### src/rtl/ysyx_23060187_lsu.sv
// ysyx_23060187_lsu: load/store stage between execute and write-back, one instruction in flight
module ysyx_23060187_lsu #(
    parameter int RSP_TIMEOUT = 255
) (
    input  logic        clk,
    input  logic        rst,
    input  logic        exu_lsu_valid,
    output logic        lsu_exu_ready,
    input  logic [31:0] exu_lsu_result,
    input  logic [31:0] exu_lsu_store_data,
    input  logic        exu_lsu_mem_rd,
    input  logic        exu_lsu_mem_wr,
    input  logic [2:0]  exu_lsu_funct3,
    input  logic [4:0]  exu_lsu_rd,
    input  logic        exu_lsu_wen,
    output logic        mem_req_valid,
    input  logic        mem_req_ready,
    output logic [31:0] mem_req_addr,
    output logic        mem_req_wen,
    output logic [31:0] mem_req_wdata,
    output logic [3:0]  mem_req_wmask,
    input  logic        mem_rsp_valid,
    input  logic [31:0] mem_rsp_rdata,
    output logic        lsu_wbu_valid,
    input  logic        wbu_lsu_ready,
    output logic [31:0] lsu_wbu_wdata,
    output logic [4:0]  lsu_wbu_rd,
    output logic        lsu_wbu_wen,
    output logic        lsu_wbu_err
);
    typedef enum logic [1:0] {IDLE, REQ, WAIT_RSP, WB} state_t;
    state_t      state;
    logic [1:0]  a_q;
    logic [2:0]  f3_q;
    logic        ld_q;
    logic        wen_q;
    logic [31:0] cnt;
    logic [1:0]  a;
    logic [2:0]  f;
    logic        is_mem;
    logic        bad;
    logic [31:0] st_data;
    logic [3:0]  st_mask;
    logic [31:0] sh;
    logic [31:0] ld_data;
    logic        timeout;
    // decode the incoming access, build store lanes and extract load data from the response
    always_comb begin
        a = exu_lsu_result[1:0];
        f = exu_lsu_funct3;
        is_mem = exu_lsu_mem_rd | exu_lsu_mem_wr;
        bad = (exu_lsu_mem_rd & exu_lsu_mem_wr) | (is_mem & (f == 3'b011 | f[2:1] == 2'b11 |
              (f[1:0] == 2'b01 & a[0]) | (f[1:0] == 2'b10 & a != 2'b00)));
        st_data = f[1:0] == 2'b00 ? {4{exu_lsu_store_data[7:0]}} :
                  f[1:0] == 2'b01 ? {2{exu_lsu_store_data[15:0]}} : exu_lsu_store_data;
        st_mask = f[1:0] == 2'b00 ? 4'b0001 << a :
                  f[1:0] == 2'b01 ? 4'b0011 << {a[1], 1'b0} : 4'b1111;
        sh = mem_rsp_rdata >> {a_q, 3'b000};
        ld_data = f3_q == 3'b000 ? {{24{sh[7]}}, sh[7:0]} :
                  f3_q == 3'b100 ? {24'b0, sh[7:0]} :
                  f3_q == 3'b001 ? {{16{sh[15]}}, sh[15:0]} :
                  f3_q == 3'b101 ? {16'b0, sh[15:0]} : sh;
        timeout = RSP_TIMEOUT != 0 && cnt + 32'd1 == 32'(RSP_TIMEOUT);
    end
    // control FSM with registered bus and write-back outputs
    always_ff @(posedge clk) begin
        if (rst) begin
            state <= IDLE;
            lsu_exu_ready <= 1'b1;
            mem_req_valid <= 1'b0;
            mem_req_addr <= '0;
            mem_req_wen <= 1'b0;
            mem_req_wdata <= '0;
            mem_req_wmask <= '0;
            lsu_wbu_valid <= 1'b0;
            lsu_wbu_wdata <= '0;
            lsu_wbu_rd <= '0;
            lsu_wbu_wen <= 1'b0;
            lsu_wbu_err <= 1'b0;
            a_q <= '0;
            f3_q <= '0;
            ld_q <= 1'b0;
            wen_q <= 1'b0;
            cnt <= '0;
        end else begin
            case (state)
                IDLE: if (exu_lsu_valid) begin
                    lsu_exu_ready <= 1'b0;
                    a_q <= a;
                    f3_q <= f;
                    ld_q <= exu_lsu_mem_rd;
                    wen_q <= exu_lsu_wen && exu_lsu_rd != 5'd0;
                    lsu_wbu_rd <= exu_lsu_rd;
                    lsu_wbu_err <= bad;
                    lsu_wbu_wen <= !is_mem && exu_lsu_wen;
                    lsu_wbu_wdata <= is_mem ? 32'd0 : exu_lsu_result;
                    mem_req_addr <= {exu_lsu_result[31:2], 2'b00};
                    mem_req_wen <= exu_lsu_mem_wr;
                    mem_req_wdata <= exu_lsu_mem_wr ? st_data : 32'd0;
                    mem_req_wmask <= exu_lsu_mem_wr ? st_mask : 4'd0;
                    mem_req_valid <= is_mem && !bad;
                    lsu_wbu_valid <= !is_mem || bad;
                    state <= (is_mem && !bad) ? REQ : WB;
                end
                REQ: if (mem_req_ready) begin
                    mem_req_valid <= 1'b0;
                    state <= WAIT_RSP;
                end
                WAIT_RSP: if (mem_rsp_valid || timeout) begin
                    cnt <= '0;
                    state <= WB;
                    lsu_wbu_valid <= 1'b1;
                    lsu_wbu_err <= !mem_rsp_valid;
                    lsu_wbu_wen <= mem_rsp_valid && ld_q && wen_q;
                    lsu_wbu_wdata <= (mem_rsp_valid && ld_q) ? ld_data : 32'd0;
                end else begin
                    cnt <= cnt + 32'd1;
                end
                WB: if (wbu_lsu_ready) begin
                    lsu_wbu_valid <= 1'b0;
                    lsu_exu_ready <= 1'b1;
                    state <= IDLE;
                end
                default: state <= IDLE;
            endcase
        end
    end
endmodule

### config.mk
export PLATFORM = sky130hd
export DESIGN_NAME = ysyx_23060187_lsu
export DESIGN_NICKNAME = d
export VERILOG_FILES = /design/src/rtl/ysyx_23060187_lsu.sv
export SDC_FILE = /design/constraint.sdc
export NUM_CORES = 1
export LEC_CHECK = 0
export ABC_CLOCK_PERIOD_IN_PS = 4300
export CAP_MARGIN = 30
export CORE_MARGIN = 2
export CORE_UTILIZATION = 49
export DETAILED_ROUTE_END_ITERATION = 6
export GPL_ROUTABILITY_DRIVEN = 0
export PLACE_DENSITY = 0.82
export SYNTH_ARGS = -nofsm -noshare
export SYNTH_HDL_FRONTEND = slang
export SYNTH_SLANG_ARGS = --single-unit
export TNS_END_PERCENT = 30
### constraint.sdc
create_clock -name clk -period 4.3 [get_ports clk]
set_input_delay 0.86 -clock clk [delete_from_list [all_inputs] [get_ports clk]]
set_output_delay 0.86 -clock clk [all_outputs]
set_load 0.01 [all_outputs]
==> impl_metrics.yaml <==
run_status:
  status: "finished clean"
cts:
  root_buffer: "clkbuf_16"
  post-cts-setup-buffer-count: 0
  numCtsBuffers: 17
  cts_tree: "built"
  cts_hold_buf: 0
  clk_pin_slew_worst_paths_ns: 0.06
  cts.path.max_buffers: 2
  cts_sinks: 150
  h-tree-depth: 4
  clk_latency_ns: 0.42
  cts-resized-gates: 0
worst_hold_path:
  hold_start: "mem_req_wdata[2]$_SDFFE_PP0P_"
  hold_path_depth: 2
  worstHoldPathType: "reg -> reg"
route:
  vias: 8451
  drt_iter0_drc: 892
  vias_per_cell: 6.00
  dr.pass1.iters: 6
  post-route-drc-count: 0
  wire_per_inst_um: 18.4
  drt-total-wl_um: 26000
  postRouteAntennaNets: 0
setup_path:
  r2r-start: "cnt[2]$_SDFFE_PP0P_"
  cp.arrival_ns: 4.13
  reg2regPathDepth: 9
  start_kind: "register"
  crit_path_start: "cnt[2]$_SDFFE_PP0P_"
  required_ns: 4.56
  critPathCaptureType: "register"
  worstPathMaxFanout: 11
  setup.worst_path.class: "reg -> reg"
timing:
  rsz0062_at_grt: "false"
  slew_headroom_pct: 32.4
  finClkSkew_ns: 0.00531
  period_share_pct: 89.8
  max_freq_ghz: 0.259
  setup_ws_ns: 0.438
  drv_slew: 0
  finalHoldViolCount: 0
  finalSetupViolCount: 0
  setup_tns_ns: 0
  period_minus_slack_ns: 3.86
  worst_pin_slew_ns: 1.01
finish:
  layout_commonest_cell: "clkdlybuf4s50_1"
  drive_above_1_share_pct: 6.62
  final_nets: 1302
  final_cell_mix: "clkdlybuf4s50_1 (220), nand2_1 (156), dfxtp_1 (150)"
  area_growth_pct: 35.9
  antennaDiodeCount: 0
pwr:
  power_frac_clock_pct: 27.5
  p_sw_share_pct: 35.0
  power_density_nw_per_um2: 510
  switching_power_mw: 1.93
  sequentialPowerShare_pct: 33.4
  ir_worst_vdd_mv: 0.320
  leakage_nw: 3.86
  comb_power_share_pct: 39.1
  p_int_mw: 3.57
placement:
  port_buffers: 221
  dp_hpwl_um: 18300
  pre_cts_slack_ns: 0.495
synthesis:
  synth_adder_area_share_pct: 1.10
  synth_mux_area_share_pct: 6.50
  synth_xor_xnor_area_share_pct: 2.43
  avgSynthCellArea_um2: 7.83
  synth_area_um2: 7940
  yosys_warnings: 0
  synth_compound_gate_area_share_pct: 22.8
  ys_ff_latch: 150
  ys_types: 63
  synth_simple_gate_area_share_pct: 24.0
  synthArstFlopShare_pct: 0
  synth_edf_count: 0
  synthCells: 1015
  synth_ff_type: "dfxtp_1"
  synth_top_family_by_area: "simple AND/OR/NAND/NOR gates"
  ys_seq_area_share_pct: 37.8
floorplanning:
  start_util_pct: 50.0
  fp-row-count: 46
  fp.dieW_um: 131
  die_y_um: 131
  design.core.area_um2: 15900
  boundaryPins: 224
  dieArea_um2: 17200
global_routing:
  antenna_found_initial: 0
  grt_max_degree: 92
  grt_overflow: 0
  grt_pass1_wl_um: 41500
  grt_pass1_vias: 7841
  grtUsageTotal_pct: 29.6
run:
  maxCapViolCount: 0
registers in the layout (all words and copies together) (netlist names), 2 cells and up:
name	cells
a_q	2
cnt	32
f3_q	3
lsu_wbu_rd	5
lsu_wbu_wdata	32
mem_req_addr	30
mem_req_wdata	32
mem_req_wmask	4
state	2
layer usage:
layer,routed length [um],up-vias,GRT usage (%)
li1,-,3998,-
met1,10800,3945,37.6
met2,11800,442,47.3
met3,2560,66,8.91
met4,888,0,11.8
met5,0,-,0
cells by family after synthesis:
group | after synthesis
XOR/XNOR | 22
AO/OA/AOI/OAI | 274
adder cells (fa/ha/maj) | 7
other | 1
buffers and inverters | 105
flip-flops | 150
AND/OR/NAND/NOR | 407
multiplexers | 49
stage by stage:
stage / area [um2] / util (%) / hold slack, ns / total power, mW / instances
2_1_floorplan: 7950 / - / 0.432 / 3.02 / 1016
3_3_place_gp: 10200 / 64.3 / 0.437 / 3.96 / 1379
3_5_place_dp: 10200 / 64.3 / 0.443 / 3.99 / 1379
4_1_cts: 10800 / 68.0 / 0.450 / 5.51 / 1409
5_1_grt: 10800 / 68.0 / 0.470 / 5.81 / 1409
6_report: 10800 / 68.0 / 0.448 / 5.50 / 1409
power by group through the flow:
stage | sequential [mW] | clock, mW | combinational (mW)
finish | 1.84 | 1.51 | 2.15
global route | 1.87 | 1.60 | 2.34
CTS | 1.83 | 1.53 | 2.14
detailed placement | 1.86 | 0 | 2.13
global placement | 1.85 | 0 | 2.10
floorplan | 1.95 | 0 | 1.06
cell type report:
class | instances | area [um2]
clock inverter | 8 | 125
multi-input combinational | 761 | 4540
inverter | 13 | 48.8
tap | 216 | 270
clock buffer | 22 | 464
timing repair buffer | 239 | 2340
fill | 1321 | 5090
sequential | 150 | 3000
critical path, cell delays in order, from the launching register on:
cell	delay (ns)
dfxtp_1	0.47
nand4_1	0.24
or4_1	0.70
xnor2_1	0.18
or4_1	0.47
a22o_1	0.23
or4_4	0.65
a21boi_1	0.44
buf_4	0.25
nor3_1	0.06
worst paths after layout:
path	end	slack (ns)
setup / recovery	cnt[14]$_SDFFE_PP0P_	0.44
hold / removal	mem_req_wdata[2]$_SDFFE_PP0P_	0.45
setup reg to reg	cnt[14]$_SDFFE_PP0P_	0.44
hold reg to reg	mem_req_wdata[2]$_SDFFE_PP0P_	0.45
synth_stat cells, drive strengths merged, types with 3 or more instances:
cell    instances  share of area, %
a211o          11               1.2
a21o            6              0.57
a21oi          94               6.0
a221oi         35               4.0
a22oi          47               4.4
a311oi          3              0.33
a32oi           7              0.77
a41oi           3              0.33
and2            5              0.39
and3           11              0.87
and4            8              0.88
buf            19               1.2
clkbuf         73               3.4
dfxtp         150                38
ha              7               1.1
inv            13              0.61
mux2           21               3.0
mux2i          28               3.5
nand2         157               7.4
nand2b          4              0.31
nand3          25               1.6
nand4          17               1.3
nor2          104               4.9
nor2b          13               1.0
nor3           30               2.0
nor4            8              0.71
nor4b           3              0.33
o211ai          3              0.28
o21ai          43               2.7
o22ai           3              0.24
o31a            3              0.33
o31ai           3              0.28
or3             4              0.31
or4             8              0.80
or4b            3              0.38
xnor2          12               1.3
xor2           10               1.1
No activity file was read; power rests on OpenSTA's default activity.
